$ cat config.mk
export PLATFORM = sky130hd
export DESIGN_NAME = reset_sequencer
export DESIGN_NICKNAME = d
export VERILOG_FILES = /design/src/rtl/reset_sequencer.sv
export SDC_FILE = /design/constraint.sdc
export NUM_CORES = 1
export LEC_CHECK = 0
export ABC_CLOCK_PERIOD_IN_PS = 4100
export CORE_ASPECT_RATIO = 0.5
export CORE_MARGIN = 2
export CORE_UTILIZATION = 24
export DETAILED_ROUTE_END_ITERATION = 6
export PLACE_DENSITY = 0.42
export SLEW_MARGIN = 20
export SYNTH_ARGS = -nofsm -noshare
export SYNTH_HDL_FRONTEND = slang
export SYNTH_SLANG_ARGS = --single-unit
$ cat constraint.sdc
create_clock -name CLK -period 4.1 [get_ports CLK]
set_input_delay 0.82 -clock CLK [delete_from_list [all_inputs] [get_ports CLK]]
set_output_delay 0.82 -clock CLK [all_outputs]
set_load 0.05 [all_outputs]
$ cat src/rtl/reset_sequencer.sv
// rtl/reset_sequencer.sv - staged reset release sequencer with optional watchdog (RSTSEQ_WDT_EN)
module reset_sequencer #(
    parameter int NSTAGE     = 4,
    parameter int STAGE_DLY  = 64,
    parameter int CNTW       = 8,
    parameter int WDT_W      = 20,
    parameter int WDT_CYCLES = 1000000
) (
    input  logic              CLK,
    input  logic              RST_X,
    input  logic              SRST_REQ,
    input  logic              WDT_KICK,
    output logic [NSTAGE-1:0] RST_X_OUT,
    output logic              READY,
    output logic              SRST_ACK,
    output logic [1:0]        STATE,
    output logic              WDT_FIRED
);

    localparam logic [1:0] S_HOLD    = 2'd0;
    localparam logic [1:0] S_RELEASE = 2'd1;
    localparam logic [1:0] S_RUN     = 2'd2;

    localparam int              IDXW     = (NSTAGE > 1) ? $clog2(NSTAGE) : 1;
    localparam logic [CNTW-1:0] CNT_LAST = CNTW'(STAGE_DLY - 1);
    localparam logic [IDXW-1:0] IDX_LAST = IDXW'(NSTAGE - 1);

    logic [1:0]        state_q, state_d;
    logic [CNTW-1:0]   cnt_q, cnt_d;
    logic [IDXW-1:0]   idx_q, idx_d;
    logic [NSTAGE-1:0] rst_out_q, rst_out_d;
    logic              ready_q, ready_d;
    logic              ack_q, ack_d;
    logic [1:0]        state_out_q, state_out_d;
    logic              wdt_timeout;
    logic              restart;

`ifdef RSTSEQ_WDT_EN
    localparam logic [WDT_W-1:0] WDT_LAST = WDT_W'(WDT_CYCLES - 1);

    logic [WDT_W-1:0] wdt_cnt_q, wdt_cnt_d;
    logic             wdt_fired_q, wdt_fired_d;

    // Watchdog counts only while the visible state is RUN; a kick always beats a timeout
    always_comb begin
        wdt_timeout = 1'b0;
        wdt_cnt_d   = '0;
        if (ready_q && !WDT_KICK) begin
            if (wdt_cnt_q == WDT_LAST) begin
                wdt_timeout = 1'b1;
            end else begin
                wdt_cnt_d = wdt_cnt_q + 1'b1;
            end
        end
        wdt_fired_d = wdt_fired_q | wdt_timeout;
    end

    // Watchdog state; the fired flag is only cleared by RST_X
    always_ff @(posedge CLK or negedge RST_X) begin
        if (!RST_X) begin
            wdt_cnt_q   <= '0;
            wdt_fired_q <= 1'b0;
        end else begin
            wdt_cnt_q   <= wdt_cnt_d;
            wdt_fired_q <= wdt_fired_d;
        end
    end

    assign WDT_FIRED = wdt_fired_q;
`else
    logic unused_wdt;
    assign unused_wdt  = WDT_KICK ^ (WDT_W > 0) ^ (WDT_CYCLES > 0);
    assign wdt_timeout = 1'b0;
    assign WDT_FIRED   = 1'b0;
`endif

    // A re-sequence is only honoured once RUN is visible on READY, never mid-sequence
    assign restart = ready_q && (SRST_REQ || wdt_timeout);

    // Next-state logic: delay counter, stage index and per-stage release bits
    always_comb begin
        state_d   = state_q;
        cnt_d     = cnt_q;
        idx_d     = idx_q;
        rst_out_d = rst_out_q;
        ack_d     = 1'b0;
        case (state_q)
            S_HOLD: begin
                rst_out_d = '0;
                if (cnt_q == CNT_LAST) begin
                    rst_out_d[0] = 1'b1;
                    cnt_d        = '0;
                    idx_d        = IDXW'(1);
                    state_d      = (NSTAGE == 1) ? S_RUN : S_RELEASE;
                end else begin
                    cnt_d = cnt_q + 1'b1;
                end
            end
            S_RELEASE: begin
                if (cnt_q == CNT_LAST) begin
                    rst_out_d[idx_q] = 1'b1;
                    cnt_d            = '0;
                    idx_d            = idx_q + 1'b1;
                    if (idx_q == IDX_LAST) begin
                        state_d = S_RUN;
                    end
                end else begin
                    cnt_d = cnt_q + 1'b1;
                end
            end
            S_RUN: begin
                cnt_d = '0;
            end
            default: begin
                state_d   = S_HOLD;
                cnt_d     = '0;
                idx_d     = '0;
                rst_out_d = '0;
            end
        endcase
        if (restart) begin
            state_d   = S_HOLD;
            cnt_d     = '0;
            idx_d     = '0;
            rst_out_d = '0;
            ack_d     = 1'b1;
        end
        // READY/STATE report RUN one edge after the final release, but drop on the restart edge
        ready_d     = (state_q == S_RUN) && (state_d == S_RUN);
        state_out_d = ready_d ? S_RUN : ((state_d == S_RUN) ? state_q : state_d);
    end

    // Sequencer registers; every output comes straight from a flop
    always_ff @(posedge CLK or negedge RST_X) begin
        if (!RST_X) begin
            state_q     <= S_HOLD;
            cnt_q       <= '0;
            idx_q       <= '0;
            rst_out_q   <= '0;
            ready_q     <= 1'b0;
            ack_q       <= 1'b0;
            state_out_q <= S_HOLD;
        end else begin
            state_q     <= state_d;
            cnt_q       <= cnt_d;
            idx_q       <= idx_d;
            rst_out_q   <= rst_out_d;
            ready_q     <= ready_d;
            ack_q       <= ack_d;
            state_out_q <= state_out_d;
        end
    end

    assign RST_X_OUT = rst_out_q;
    assign READY     = ready_q;
    assign SRST_ACK  = ack_q;
    assign STATE     = state_out_q;

endmodule
==> Word level (Yosys, flattened, before mapping) <==
Cells that the tools add are included.
{ "classes": {"addsub": 2, "n_mul": 0, "div_mod_pow": 0, "n_lt_le_gt_ge": 2, "eq_ne": 8, "shift": 0, "n_mux": 21, "n_bitwise": 1, "n_reduce_logical": 7} }
{ "op_table": {"columns": ["op", "n"], "rows": [
  ["$mux W8", 3],
  ["$mux W2", 9],
  ["$pmux W2 S3", 2],
  ["$pmux W4 S3", 1],
  ["$add A8 B1 Y8 const B", 1],
  ["$eq A8 B6 Y1 const B", 1],
  ["$mux W4", 2],
  ["$eq A2 B2 Y1 const B", 3],
  ["$ne A3 B3 Y1 const B", 2],
  ["$or A4 B4 Y4", 1],
  ["$logic_and A1 B1 Y1", 3],
  ["$lt A2 B3 Y1 const B", 1],
  ["$mux W1", 3],
  ["$reduce_and A3 Y1", 1],
  ["$add A2 B1 Y2 const B", 1],
  ["$demux W1 S2", 1],
  ["$eq A2 B1 Y1 const B", 1],
  ["$ge A2 B1 Y1 const B", 1],
  ["$logic_not A2 Y1", 1],
  ["$ne A2 B2 Y1 const B", 1],
  ["$reduce_and A2 Y1", 1],
  ["$reduce_or A2 Y1", 1]
]} }
{ "totals": {"regBits": 20, "latch_bits": 0, "mem_bits_rw": 0, "romBits": 0, "input_bits": 4, "out_inout_bits": 9, "mem_count": 0} }

==> Depth between registers and ports, before layout <==
Gate-level depths: netlist (run 1).
{ "logic_depth": {"depth_word": 8, "ltp_mapped": 4, "mapped_depth_nobuf": 4} }

==> Least setup slack after synthesis (run 1) <==
Ideal clock, no wire load.
{ "synth_timing": {"path_type": "input to register", "from": "in SRST_REQ", "to": "reg state_q[1]", "setup_ns": 0.120, "arrival_time_ns": 1.363, "required_time_ns": 3.980, "path_slack_ns": 2.617, "cell_stages": 4, "cell_sequence": "nand2_1 -> inv_1 -> nor3_1 -> a31o_1"} }
{ "synth_between": {"elab_chain_cells": 2} }
{ "synth_rtl": {"columns": ["item", "line", "text"], "rows": [
  ["start: declaration", "11", "input logic SRST_REQ,"],
  ["$logic_and A1 B1 Y1", "78", "assign restart = ready_q && (SRST_REQ || wdt_timeout);"],
  ["$mux W2", "121", "if (restart) begin"],
  ["via state_d[1]", "28", "logic [1:0] state_q, state_d;"],
  ["end signal: assignment", "144", "state_q <= state_d;"],
  ["end: declaration", "28", null]
]} }
The timed path passes the listed nets, and every way through them passes these cells.
A chain may end at the register's enable or synchronous reset.

==> Worst setup path after layout (run 1) <==
{ "layout_timing": {"from": "reg ready_q, in the netlist READY", "to": "out READY"} }
{ "layout_lines": {"columns": ["item", "line", "text"], "rows": [
  ["start: declaration", "32", "logic ready_q, ready_d;"],
  ["start signal: assignment", "148", "ready_q <= ready_d;"],
  ["end: declaration", "14", "output logic READY,"]
]} }
No word-level cell between the ends.

==> out/results.ini, run 1 <==
[status]
outcome = complete, no violations

[critical_path]
cp_slowest_stage_delay_ps = 810
cp-end-kind = output pin
critPathRequiredTime_ps = 3280
slowest_stage = clkdlybuf4s50_1
critical_path_class = reg -> out
crit_path_max_fanout = 3
crit_chain = clkdlybuf4s50_1
cp_top_family = buffers and inverters
crit_buf_inv = 1
arrival_ps = 1440
cp-start-kind = register

[timing]
timing.final.ws_setup_ps = 1841
fin_hold_ws_ps = 511.4
skew_ps = 4.869
final_hold_viol_count = 0
setup_tns_ps = 0
rsz0062_at_grt = no
setup_viol = 0
min_period_ps = 2259
worstMarginPinSlew_ps = 911.8
slew_violations = 0
max_freq_mhz = 442.6
fin_crit_sh_pct = 55.10
slew_headroom_pct = 39.02

[synth]
syn_area_um2 = 1005
synth_seq_cells = 20
yosys-top-cells-area = dfrtp_1 50%, ha_1 6.2%, nand3_1 5.0%, xor2_1 2.6%, a21oi_1 2.5%
netlist-cell-type-count = 35
syn_inst = 95
yosysTopAreaCellShare_pct = 49.81
syn_nets = 104
synth_top_cell_by_area = dfrtp_1
yosysSeqAreaShare_pct = 49.81
yosysWarnings = 0
syn_area_per_cell_um2 = 10.58

[floorplan]
die_area_um2 = 4751
fp.coreArea_um2 = 3964
die_h_um = 49.75
start_util_pct = 25.35
rows = 16
die_w_um = 95.50
io_pins = 13

[routing]
drc = 0
num_vias = 734
post_drt_wl_per_cell_um = 13.01
drt_iter0_drc = 19
wl_mm = 2.082
dr.pass1.iters = 5
vias_per_cell = 4.588
ant_nets = 0

[clock_tree]
clock_latency_ps = 260
clock_path_buffers = 2
tritoncts = yes
h-tree-depth = 1
clk_pin_slew_worst_paths_ps = 70
cts_made_buffers = 3
post_cts_buffers = 0
cts_resized = 0
root_buffer = clkbuf_8
clkSinkCount = 20
cts.hold.buffers_added = 0

[grt]
grt_pass1_vias = 763
grt_max_degree = 21
grt_pass1_wl_mm = 3.684
antenna_found_initial = 0
overflow = 0
grtUsageTotal_pct = 10.23

[place]
dp.cells = 157
finalWeightedCongestion = 0.7199
hpwl_mm = 1.519
place_area_um2 = 1160
portBuffers = 10
dp_slack_ps = 1947

[power_and_ir_drop]
power.density_nw_per_um2 = 405.3
p_total_uw = 486.8
p_leak_nw = 0.5162
ir_drop_mv = 0.1354

[layout]
fin_area_um2 = 1201
drive_gt1_share_pct = 8.491
area_growth_syn_to_layout_pct = 19.55
final_core_util_pct = 30.30
mostFrequentLayoutCell = dfrtp_1
fin_cells = 160
diodes = 0
layout_common_cells = 20 x dfrtp_1, 10 x nand3_1, 10 x clkdlybuf4s50_1, 6 x inv_1
nets = 117

[job]
cap_violations = 0

[worst_hold_path]
min_path_type = reg -> reg

==> layout make-up <==
type                    count  area, um^2
inverters                   6       22.52
well taps                  54       67.56
clock buffers               3       41.29
multi-input cells          67       469.2
flip-flops and latches     20       500.5
fillers                   426        2763
repair buffers             10       100.1
==> routing by layer <==
layer	GRT usage, %	part of all wire (%)	up-vias
met4	2.857	1.0	0
met5	0	0	-
met2	14.67	43	7
met3	3.211	2.3	2
li1	-	-	363
met1	14.75	54	362
==> power by group <==
group | leakage, nW | switching (mW) | internal, mW
combinational | 0.228 | 0.0570 | 0.0421
sequential | 0.267 | 0.0372 | 0.221
clock | 0.0216 | 0.0636 | 0.0654
==> path summary, 6_finish.rpt <==
path / slack, ps / cells after the start / end / startpoint
worst max-delay path: 1840 / 1 / READY / READY
worst min-delay path: 510 / 2 / RST_X_OUT[1] / RST_X_OUT[1]
worst max register to register: 2430 / 4 / idx_q[1] / cnt_q[0]
worst min register to register: 510 / 2 / RST_X_OUT[1] / RST_X_OUT[1]
max in group asynchronous: 2470 / 1 / cnt_q[0] / RST_X
min in group asynchronous: 1070 / 1 / RST_X_OUT[3] / RST_X
==> cells by family after synthesis <==
logic type	share of synthesized area (%)
DFF	49.81
AOI/OAI and AO/OA	12.20
xor gates and xnor gates	3.488
buffers and inverters	3.487
other	0.3732
adders and majority gates	6.227
muxes	0.9963
and+or+nand+nor	23.41
==> state kept, by name, indices dropped and copies added, names as in the netlist <==
signal / flops
READY: 1
RST_X_OUT: 4
SRST_ACK: 1
STATE: 2
cnt_q: 8
idx_q: 2
state_q: 2
==> cell usage after synthesis, drive strengths merged <==
cell type,count
xor2,3
and3b,1
o311ai,1
or3,2
buf,2
and3,1
nand3,10
nor2,5
o2111ai,1
a21oi,5
o211ai,1
or3b,1
a211oi,1
xnor2,1
dfrtp,20
nand4b,1
and4,1
nor3b,1
nor3,6
ha,5
o21ai,7
o211a,1
and2,1
nand2,4
a31oi,1
a31o,1
conb,1
mux2i,1
inv,6
nand4,3
Note: power is estimated with default switching activity, not from simulation.
==> run 2: changes to the inputs <==
- ABC_CLOCK_PERIOD_IN_PS: 4100 -> 2300
- clock period: 4.1 -> 2.3 ns (I/O delays scaled with it)
==> out/results.ini, run 2 (same netlist as run 1, synthesis figures left out) <==
[status]
outcome = complete, no violations

[worst_hold_path]
min_path_type = reg -> reg
hold-path-endpoint = RST_X_OUT[0]
min_from = RST_X_OUT[0]
hold_path_depth = 2  ; unchanged

[layout]
regMostFlops = cnt_q
largest_reg_flops = 8  ; unchanged
nets = 118  ; +0.85%
area_growth_syn_to_layout_pct = 20.30
diodes = 0  ; unchanged
drive_gt1_share_pct = 9.346  ; +0.86 points
fin_cells = 161  ; +0.63%
fin_area_um2 = 1209  ; +0.63%
fillers = 432  ; +1.4%
layout_common_cells = 20 x dfrtp_1, 10 x nand3_1, 10 x clkdlybuf4s50_1, 6 x inv_1
mostFrequentLayoutCell = dfrtp_1

[critical_path]
critPathRequiredTime_ps = 1840  ; -1440 ps
reg2reg_depth = 4  ; unchanged
crit_path_max_fanout = 3  ; unchanged
r2r-end = idx_q[1]
rrSetupSlack_ps = 630  ; -1800 ps
cp-end-kind = output pin
critical_path_class = reg -> out
crit_buf_inv = 1  ; unchanged
arrival_ps = 1450  ; about the same
rr_startpoint = cnt_q[0]
cp-start-kind = register
crit_chain = clkdlybuf4s50_1
slowest_stage = clkdlybuf4s50_1
cp_top_family = buffers and inverters
cp_slowest_stage_delay_ps = 810  ; about the same

[place]
place_area_um2 = 1167  ; +0.65%
hpwl_mm = 1.520  ; about the same
finalWeightedCongestion = 0.7289  ; +1.3%
dp.cells = 158  ; +0.64%
portBuffers = 10  ; unchanged

[clock_tree]
cts.hold.buffers_added = 0  ; unchanged
clkSinkCount = 20  ; unchanged
root_buffer = clkbuf_8
tritoncts = yes
cts_made_buffers = 3  ; unchanged
clock_latency_ps = 260  ; about the same
post_cts_buffers = 0  ; unchanged
h-tree-depth = 1  ; unchanged
clk_pin_slew_worst_paths_ps = 70  ; about the same
cts_resized = 0  ; unchanged
clock_path_buffers = 2  ; unchanged

[job]
cap_violations = 0  ; unchanged

[power_and_ir_drop]
p_leak_nw = 0.5210  ; +0.93%
power.density_nw_per_um2 = 718.1  ; +77%
ir_drop_mv = 0.2712  ; +100%

[floorplan]
io_pins = 13  ; unchanged
rows = 16  ; unchanged
die_w_um = 95.50  ; unchanged
die_h_um = 49.75  ; unchanged
fp.coreArea_um2 = 3964  ; unchanged
start_util_pct = 25.35  ; unchanged
die_area_um2 = 4751  ; unchanged

[routing]
num_vias = 755  ; +2.9%
dr.pass1.iters = 4  ; -1
vias_per_cell = 4.689  ; +2.2%
post_drt_wl_per_cell_um = 13.27  ; +2.0%
drc = 0  ; unchanged
wl_mm = 2.137  ; +2.6%
drt_iter0_drc = 28  ; +9
ant_nets = 0  ; unchanged

[grt]
overflow = 0  ; unchanged
grt-busiest-layer = met1
grt_pass1_wl_mm = 3.739  ; +1.5%
use_met1_pct = 15.28  ; +0.53 points
grtUsageTotal_pct = 10.38  ; +0.15 points
grt_max_degree = 21  ; unchanged
grt_pass1_vias = 733  ; -3.9%
antenna_found_initial = 0  ; unchanged
grt_util_met3_pct = 3.211  ; unchanged
met2_usage_pct = 14.55  ; -0.12 points

[timing]
min_period_ps = 1907
slew_violations = 0  ; unchanged
max_freq_mhz = 524.3
skew_ps = 3.154  ; -1.715 ps
final_hold_viol_count = 0  ; unchanged
setup_tns_ps = 0  ; unchanged
rsz0062_at_grt = no
setup_viol = 0  ; unchanged
fin_crit_sh_pct = 82.92

-- run 2: through the flow --
step	power [mW]	hold WS, ps	worst slack, ps	utilization (%)
final	0.8680	513.2	392.9	30.49
after global routing	0.9425	541.0	345.8	30.49
after CTS	0.8826	515.0	389.2	30.49
after detailed placement	0.6457	497.4	477.3	29.45
after global placement	0.6473	496.7	482.4	29.45
after floorplan	0.5883	164.4	819.2	-
-- run 2: per-layer routing --
metal | wire length [um] | vias to the layer above
met4 | 0 | 0
met3 | 53 | 0
met2 | 895 | 10
met1 | 1189 | 378
met5 | 0 | -
li1 | - | 367
-- run 2: worst max-delay path by stage --
stage                     startpoint  endpoint  slack, ps  cells after the start
after global placement      SRST_REQ  cnt_q[5]        480                      4
after detailed placement    SRST_REQ  cnt_q[5]        480                      4
after floorplan             cnt_q[0]  idx_q[0]        820                      4
after global routing           READY     READY        350                      1
after CTS                      READY     READY        390                      1
final                          READY     READY        390                      1
-- run 2: area by class of cell --
class	instances	area [um^2]	share of cell area, %
clock buffer	3	41.29	3.416
multi-input combinational	67	469.2	38.82
tap	54	67.56	5.590
sequential	20	500.5	41.41
inverter	6	22.52	1.863
timing repair buffer	11	107.6	8.903
-- run 2: power by group --
group / internal [mW] / switching, mW / leakage (nW)
clock network: 0.117 / 0.114 / 0.0216
registers: 0.395 / 0.0668 / 0.267
logic: 0.0758 / 0.100 / 0.233
total: 0.587 / 0.281 / 0.521
